**src/rtl/timer_arbiter.sv**
```systemverilog
// Interval timer with a tick prescaler, shared by N_REQ level requesters; registered outputs, 1-cycle grant latency.
// Fixed priority by default; define TIMER_ARB_RR_EN for round-robin arbitration.
module timer_arbiter #(
  parameter int N_REQ = 4,
  parameter int DIV   = 50_000_000,
  parameter int DUR_W = 8
) (
  input  logic                   clk_in,
  input  logic                   rst,
  input  logic [N_REQ-1:0]       req,
  input  logic [N_REQ*DUR_W-1:0] dur,
  output logic [N_REQ-1:0]       grant,
  output logic [N_REQ-1:0]       done,
  output logic                   busy,
  output logic                   tick,
  output logic [DUR_W-1:0]       remaining
);
  localparam int PW = (DIV > 1) ? $clog2(DIV) : 1;
  localparam int IW = (N_REQ > 1) ? $clog2(N_REQ) : 1;
  localparam logic [PW-1:0]    PRE_LAST = PW'(DIV - 1);
  localparam logic [N_REQ-1:0] ONE      = N_REQ'(1);

  typedef enum logic [1:0] {ST_IDLE, ST_RUN, ST_DONE} state_t;

  state_t           state_q, state_d;
  logic [N_REQ-1:0] grant_q, grant_d;
  logic [N_REQ-1:0] done_q, done_d;
  logic             busy_q, busy_d;
  logic             tick_q, tick_d;
  logic [DUR_W-1:0] remaining_q, remaining_d;
  logic [PW-1:0]    presc_q, presc_d;
  logic [IW-1:0]    win_idx, cand;
  logic             win_found;
  logic [DUR_W-1:0] win_dur;

`ifdef TIMER_ARB_RR_EN
  logic [IW-1:0] ptr_q, ptr_d;

  // Search begins one past the last winner so every requester gets a turn.
  always_comb begin
    win_idx   = '0;
    win_found = 1'b0;
    cand      = '0;
    for (int k = 1; k <= N_REQ; k++) begin
      cand = IW'((int'(ptr_q) + k) % N_REQ);
      if (!win_found && req[cand]) begin
        win_found = 1'b1;
        win_idx   = cand;
      end
    end
  end

  always_comb begin
    ptr_d = ptr_q;
    if (state_q == ST_IDLE && win_found) ptr_d = win_idx;
  end
`else
  always_comb begin
    win_idx   = '0;
    win_found = 1'b0;
    cand      = '0;
    for (int k = 0; k < N_REQ; k++) begin
      cand = IW'(k);
      if (!win_found && req[cand]) begin
        win_found = 1'b1;
        win_idx   = cand;
      end
    end
  end
`endif

  always_comb begin
    win_dur = '0;
    for (int k = 0; k < N_REQ; k++)
      if (win_idx == IW'(k)) win_dur = dur[k*DUR_W +: DUR_W];
  end

  always_comb begin
    state_d     = state_q;
    grant_d     = grant_q;
    done_d      = '0;
    tick_d      = 1'b0;
    remaining_d = remaining_q;
    presc_d     = presc_q;
    case (state_q)
      ST_IDLE: begin
        if (win_found) begin
          presc_d     = '0;
          remaining_d = win_dur;
          if (win_dur != '0) begin
            state_d = ST_RUN;
            grant_d = ONE << win_idx;
          end else begin
            state_d = ST_DONE;
            grant_d = '0;
            done_d  = ONE << win_idx;
          end
        end
      end
      ST_RUN: begin
        // A dropped request wins over an expiry landing on the same edge.
        if ((req & grant_q) == '0) begin
          state_d     = ST_IDLE;
          grant_d     = '0;
          remaining_d = '0;
          presc_d     = '0;
        end else if (presc_q == PRE_LAST) begin
          presc_d     = '0;
          tick_d      = 1'b1;
          remaining_d = remaining_q - DUR_W'(1);
          if (remaining_q <= DUR_W'(1)) begin
            state_d     = ST_DONE;
            done_d      = grant_q;
            grant_d     = '0;
            remaining_d = '0;
          end
        end else begin
          presc_d = presc_q + PW'(1);
        end
      end
      ST_DONE: begin
        state_d = ST_IDLE;
        grant_d = '0;
      end
      default: state_d = ST_IDLE;
    endcase
    busy_d = (state_d != ST_IDLE);
  end

  always_ff @(posedge clk_in or posedge rst) begin
    if (rst) begin
      state_q     <= ST_IDLE;
      grant_q     <= '0;
      done_q      <= '0;
      busy_q      <= 1'b0;
      tick_q      <= 1'b0;
      remaining_q <= '0;
      presc_q     <= '0;
`ifdef TIMER_ARB_RR_EN
      ptr_q       <= IW'(N_REQ - 1);
`endif
    end else begin
      state_q     <= state_d;
      grant_q     <= grant_d;
      done_q      <= done_d;
      busy_q      <= busy_d;
      tick_q      <= tick_d;
      remaining_q <= remaining_d;
      presc_q     <= presc_d;
`ifdef TIMER_ARB_RR_EN
      ptr_q       <= ptr_d;
`endif
    end
  end

  assign grant     = grant_q;
  assign done      = done_q;
  assign busy      = busy_q;
  assign tick      = tick_q;
  assign remaining = remaining_q;

endmodule

```
**config.mk**
```make
export PLATFORM = sky130hd
export DESIGN_NAME = timer_arbiter
export DESIGN_NICKNAME = d
export VERILOG_FILES = /design/src/rtl/timer_arbiter.sv
export SDC_FILE = /design/constraint.sdc
export NUM_CORES = 1
export LEC_CHECK = 0
export ABC_AREA = 0
export BUFFER_PORTS_ARGS = -buffer_cell sky130_fd_sc_hd__buf_4
export CORE_ASPECT_RATIO = 0.8
export CORE_MARGIN = 1.5
export CORE_UTILIZATION = 52
export DETAILED_ROUTE_END_ITERATION = 10
export GPL_TIMING_DRIVEN = 0
export PLACE_DENSITY_LB_ADDON = 0.2
export REMOVE_ABC_BUFFERS = 1
export SYNTH_ARGS = -nofsm -noshare
export SYNTH_HDL_FRONTEND = slang
export SYNTH_SLANG_ARGS = --single-unit
```
**constraint.sdc**
```tcl
create_clock -name clk_in -period 4.1 [get_ports clk_in]
set_input_delay 0.82 -clock clk_in [delete_from_list [all_inputs] [get_ports clk_in]]
set_output_delay 0.82 -clock clk_in [all_outputs]
set_load 0.01 [all_outputs]
```
==> flow_metrics.py <==
metrics = {
    "run_status": {
        "run_status": "complete, but fails checks",
        "violations_in_the_final_reports": "design-rule violations",
    },
    "synthesis": {
        "ys_dominant_reg_cell": "sky130_fd_sc_hd__dfrtp_1",
        "postSynthRegisterBits": 46,
        "avgSynthCellArea_um2": 8.868,
        "synthDominantAreaCellType": "sky130_fd_sc_hd__dfrtp_1",
        "synth.lib_cells_used.distinct": 57,
        "synth_largest_type_area_fraction": 0.4069,
        "synth_edf_count": 0,
        "synth-async-reset-ratio": 1.000,
        "synth_cells": 319,
        "seq_area_frac_synth": 0.4069,
        "total_number_of_yosys_warnings": 0,
        "synth_area_leaders": "sky130_fd_sc_hd__dfrtp_1, sky130_fd_sc_hd__nor2_1, sky130_fd_sc_hd__nand2_1",
        "post_synth_instance_area_um2": 2829,
    },
    "grt": {
        "grt_start_max_net_pins": 40,
        "grt.total_usage": 0.2396,
        "grt_first_pass_wirelength_um": 11010,
        "globalRouteOverflowTotal": 0,
        "via_count_of_the_first_global_routing_pass": 2372,
        "grt_antenna_before_repair": 0,
    },
    "critical_path": {
        "crit_path_max_fanout": 11,
        "critical_path.most_common_cell": "sky130_fd_sc_hd__inv_1",
        "cpMaxStageDelayCell": "sky130_fd_sc_hd__a21oi_1",
        "path_delay_family": "compound AO/OA/AOI/OAI gates",
        "cp_data_required_time_ns": 4.35,
        "kind_of_end_point_of_the_critical_path": "flop",
        "cp_data_arrival_time_ns": 3.29,
        "slowest_delay_ns": 0.83,
        "crit_type": "reg2reg",
        "critical_path.n_buffers_inverters": 2,
        "critical_path.cell_chain": "inv_1 -> ha_1 -> inv_1 -> a21oi_1 -> nand2_1 -> or3_1 -> o31ai_1 -> a22o_1",
        "cp_startpoint_kind": "flop",
    },
    "routing": {
        "route.detailed.wl_per_inst_um": 15.44,
        "first_iter_violations": 175,
        "wl_um": 6624,
        "vias_per_cell": 5.944,
        "drc": 1,
        "drt_first_pass_iters": 7,
        "route.antenna.remaining_nets": 0,
        "num_vias": 2550,
    },
    "sta": {
        "rsz0062_at_grt": "false",
        "max_freq_ghz": 0.3289,
        "final.period_utilization": 0.7416,
        "skew_ns": 0.009244,
        "finalSetupViolCount": 0,
        "slew_headroom": 0.3078,
        "setup_tns_ns": 0,
        "finalMaxSlewViolations": 0,
        "clock_period_minus_final_worst_setup_slack_ns": 3.041,
        "final_number_of_hold_violating_endpoints": 0,
        "worstMarginPinSlew_ns": 1.038,
        "post-route-worst-setup-slack_ns": 1.059,
    },
    "placement": {
        "port_buffers": 55,
        "place.detailed.hpwl_um": 4913,
        "last_weighted_congestion_value_of_the_routability_driven_placer": 0.8339,
        "placed_cells_incl_taps": 421,
        "dp_worst_setup_slack_ns": 0.9446,
    },
    "clocking": {
        "cts_setup_buffers": 0,
        "clock_tree.buffer_depth": 2,
        "clock_sinks": 46,
        "path_clk_slew_ns": 0.09,
        "cts_stage_hold_buffer_count": 0,
        "clkLatencyLatePin_ns": 0.31,
        "cts.root.buffer_cell": "sky130_fd_sc_hd__clkbuf_8",
        "clock_tree.htree_level_count": 2,
        "clock_tree_from_tritoncts": "done",
        "cts_made_buffers": 5,
        "cts_resized": 0,
    },
    "cells_and_area": {
        "flow.area_growth_from_synthesis_pct": 19.11,
        "num-nets-final": 410,
        "stdcell_count": 429,
        "layout-drive-gt1-share": 0.1989,
        "fill_cells": 438,
        "num_antenna_cells": 0,
    },
    "floorplan": {
        "top_level_pins": 56,
        "die_width_um": 85.47,
        "design.core.area_um2": 5122,
        "rows": 23,
        "fp.dieH_um": 68.97,
        "die_area_um2": 5895,
        "initial_core_util": 0.5523,
    },
    "flow_run": {
        "max-cap-violations": 0,
    },
    "min_path": {
        "min_path_type": "in2async",
    },
    "pwr": {
        "cellLeakagePower_nw": 1.485,
        "ir_worst_vdd_mv": 0.3405,
        "p_total_w": 0.001516,
        "power_per_cell_area_nw_per_um2": 449.9,
    },
}
==> where the power goes <==
group	internal (W)	switching [W]
clock	0.000120	0.000155
sequential	0.000512	0.0000695
combinational	0.000273	0.000386
total	0.000905	0.000611
==> per-layer routing <==
metal  share of wire  GRT usage  vias up
met4          0.0098    0.07460        0
met1            0.51     0.3418     1229
li1                -          -     1255
met2            0.44     0.3701       60
met5               0          0        -
met3           0.047    0.04762        6
==> flip-flops by register name (all words and copies together), names as in the netlist <==
signal     flops
busy           1
presc_q       26
state_q        2
remaining      8
tick           1
done           4
grant          4
==> final cells by class <==
cell class                      count  area [µm²]  share of cell area
Timing Repair Buffer               56       432.9              0.1285
Tap cell                           62       77.57             0.02302
Clock inverter                      2       13.76            0.004085
Sequential cell                    46        1151              0.3416
Inverter                           10       37.54             0.01114
Multi-Input combinational cell    247        1584              0.4701
Clock buffer                        6       72.57             0.02154
==> path summary, 6_finish.rpt <==
path                              start           end  slack (ns)  cells after the start
setup / recovery             state_q[1]  remaining[3]        1.06                      8
hold / removal                      rst   presc_q[13]        0.44                      2
setup reg to reg             state_q[1]  remaining[3]        1.06                      8
hold reg to reg            remaining[6]  remaining[6]        0.54                      1
max in group asynchronous           rst   presc_q[19]        3.21                      3
min in group clk_in        remaining[6]  remaining[6]        0.54                      1
==> cells in the mapped netlist, types with 3 or more instances <==
master and count:
sky130_fd_sc_hd__a211oi_1 4, sky130_fd_sc_hd__a21oi_1 6, sky130_fd_sc_hd__a22o_1 5, sky130_fd_sc_hd__a2bb2oi_1 4, sky130_fd_sc_hd__a311o_1 4, sky130_fd_sc_hd__a32o_1 6, sky130_fd_sc_hd__and2_1 3, sky130_fd_sc_hd__and3_1 5
sky130_fd_sc_hd__buf_2 6, sky130_fd_sc_hd__clkbuf_1 10, sky130_fd_sc_hd__dfrtp_1 46, sky130_fd_sc_hd__ha_1 6, sky130_fd_sc_hd__inv_1 9, sky130_fd_sc_hd__nand2_1 31, sky130_fd_sc_hd__nand3_1 9, sky130_fd_sc_hd__nand3b_1 3
sky130_fd_sc_hd__nand4_1 10, sky130_fd_sc_hd__nor2_1 44, sky130_fd_sc_hd__nor2b_1 4, sky130_fd_sc_hd__nor3_1 9, sky130_fd_sc_hd__nor4_1 5, sky130_fd_sc_hd__o21ai_0 21, sky130_fd_sc_hd__o21bai_1 3, sky130_fd_sc_hd__o31ai_1 3
sky130_fd_sc_hd__o41ai_1 3, sky130_fd_sc_hd__or3_1 4, sky130_fd_sc_hd__xnor2_1 8, sky130_fd_sc_hd__xor2_1 13
==> through the flow <==
stage               utilization  area, µm²  hold slack (ns)
finish                   0.6578       3369           0.4355
global route             0.6578       3369           0.4474
CTS                      0.6578       3369           0.4411
detailed placement       0.6409       3283           0.5161
global placement         0.6348       3252           0.5160
floorplan                     -       2761           0.4927
==> placed cells by master, fill, tap and decap left out, types with 2 or more instances in the layout <==
cell / instances
sky130_fd_sc_hd__a211o_1: 2
sky130_fd_sc_hd__a211oi_1: 4
sky130_fd_sc_hd__a21oi_1: 5
sky130_fd_sc_hd__a22o_1: 5
sky130_fd_sc_hd__a22oi_1: 2
sky130_fd_sc_hd__a2bb2oi_1: 4
sky130_fd_sc_hd__a311o_1: 4
sky130_fd_sc_hd__a32o_1: 6
sky130_fd_sc_hd__and2_1: 3
sky130_fd_sc_hd__and3_1: 5
sky130_fd_sc_hd__and4_1: 2
sky130_fd_sc_hd__buf_4: 55
sky130_fd_sc_hd__clkbuf_8: 5
sky130_fd_sc_hd__dfrtp_1: 46
sky130_fd_sc_hd__ha_1: 6
sky130_fd_sc_hd__inv_1: 8
sky130_fd_sc_hd__nand2_1: 31
sky130_fd_sc_hd__nand2b_1: 2
sky130_fd_sc_hd__nand3_1: 9
sky130_fd_sc_hd__nand3b_1: 3
sky130_fd_sc_hd__nand4_1: 10
sky130_fd_sc_hd__nor2_1: 44
sky130_fd_sc_hd__nor2b_1: 4
sky130_fd_sc_hd__nor3_1: 9
sky130_fd_sc_hd__nor4_1: 5
sky130_fd_sc_hd__o21ai_0: 21
sky130_fd_sc_hd__o21bai_1: 3
sky130_fd_sc_hd__o2bb2ai_1: 2
sky130_fd_sc_hd__o31a_1: 2
sky130_fd_sc_hd__o31ai_1: 3
sky130_fd_sc_hd__o41ai_1: 3
sky130_fd_sc_hd__or3_1: 4
sky130_fd_sc_hd__xnor2_1: 8
sky130_fd_sc_hd__xor2_1: 13
==> cells by family (layout without fill, tap and decap cells) <==
group / after synthesis / in the layout / share of synthesized area
AO/OA/AOI/OAI: 79 / 79 / 0.2114
flip-flops: 46 / 46 / 0.4069
AND/OR/NAND/NOR: 140 / 140 / 0.2494
adder cells (fa/ha/maj): 6 / 6 / 0.02654
buffers and inverters: 26 / 74 / 0.03715
XOR/XNOR: 21 / 21 / 0.06502
multiplexers: 1 / 1 / 0.003538
(Power assumes the default switching activity.)
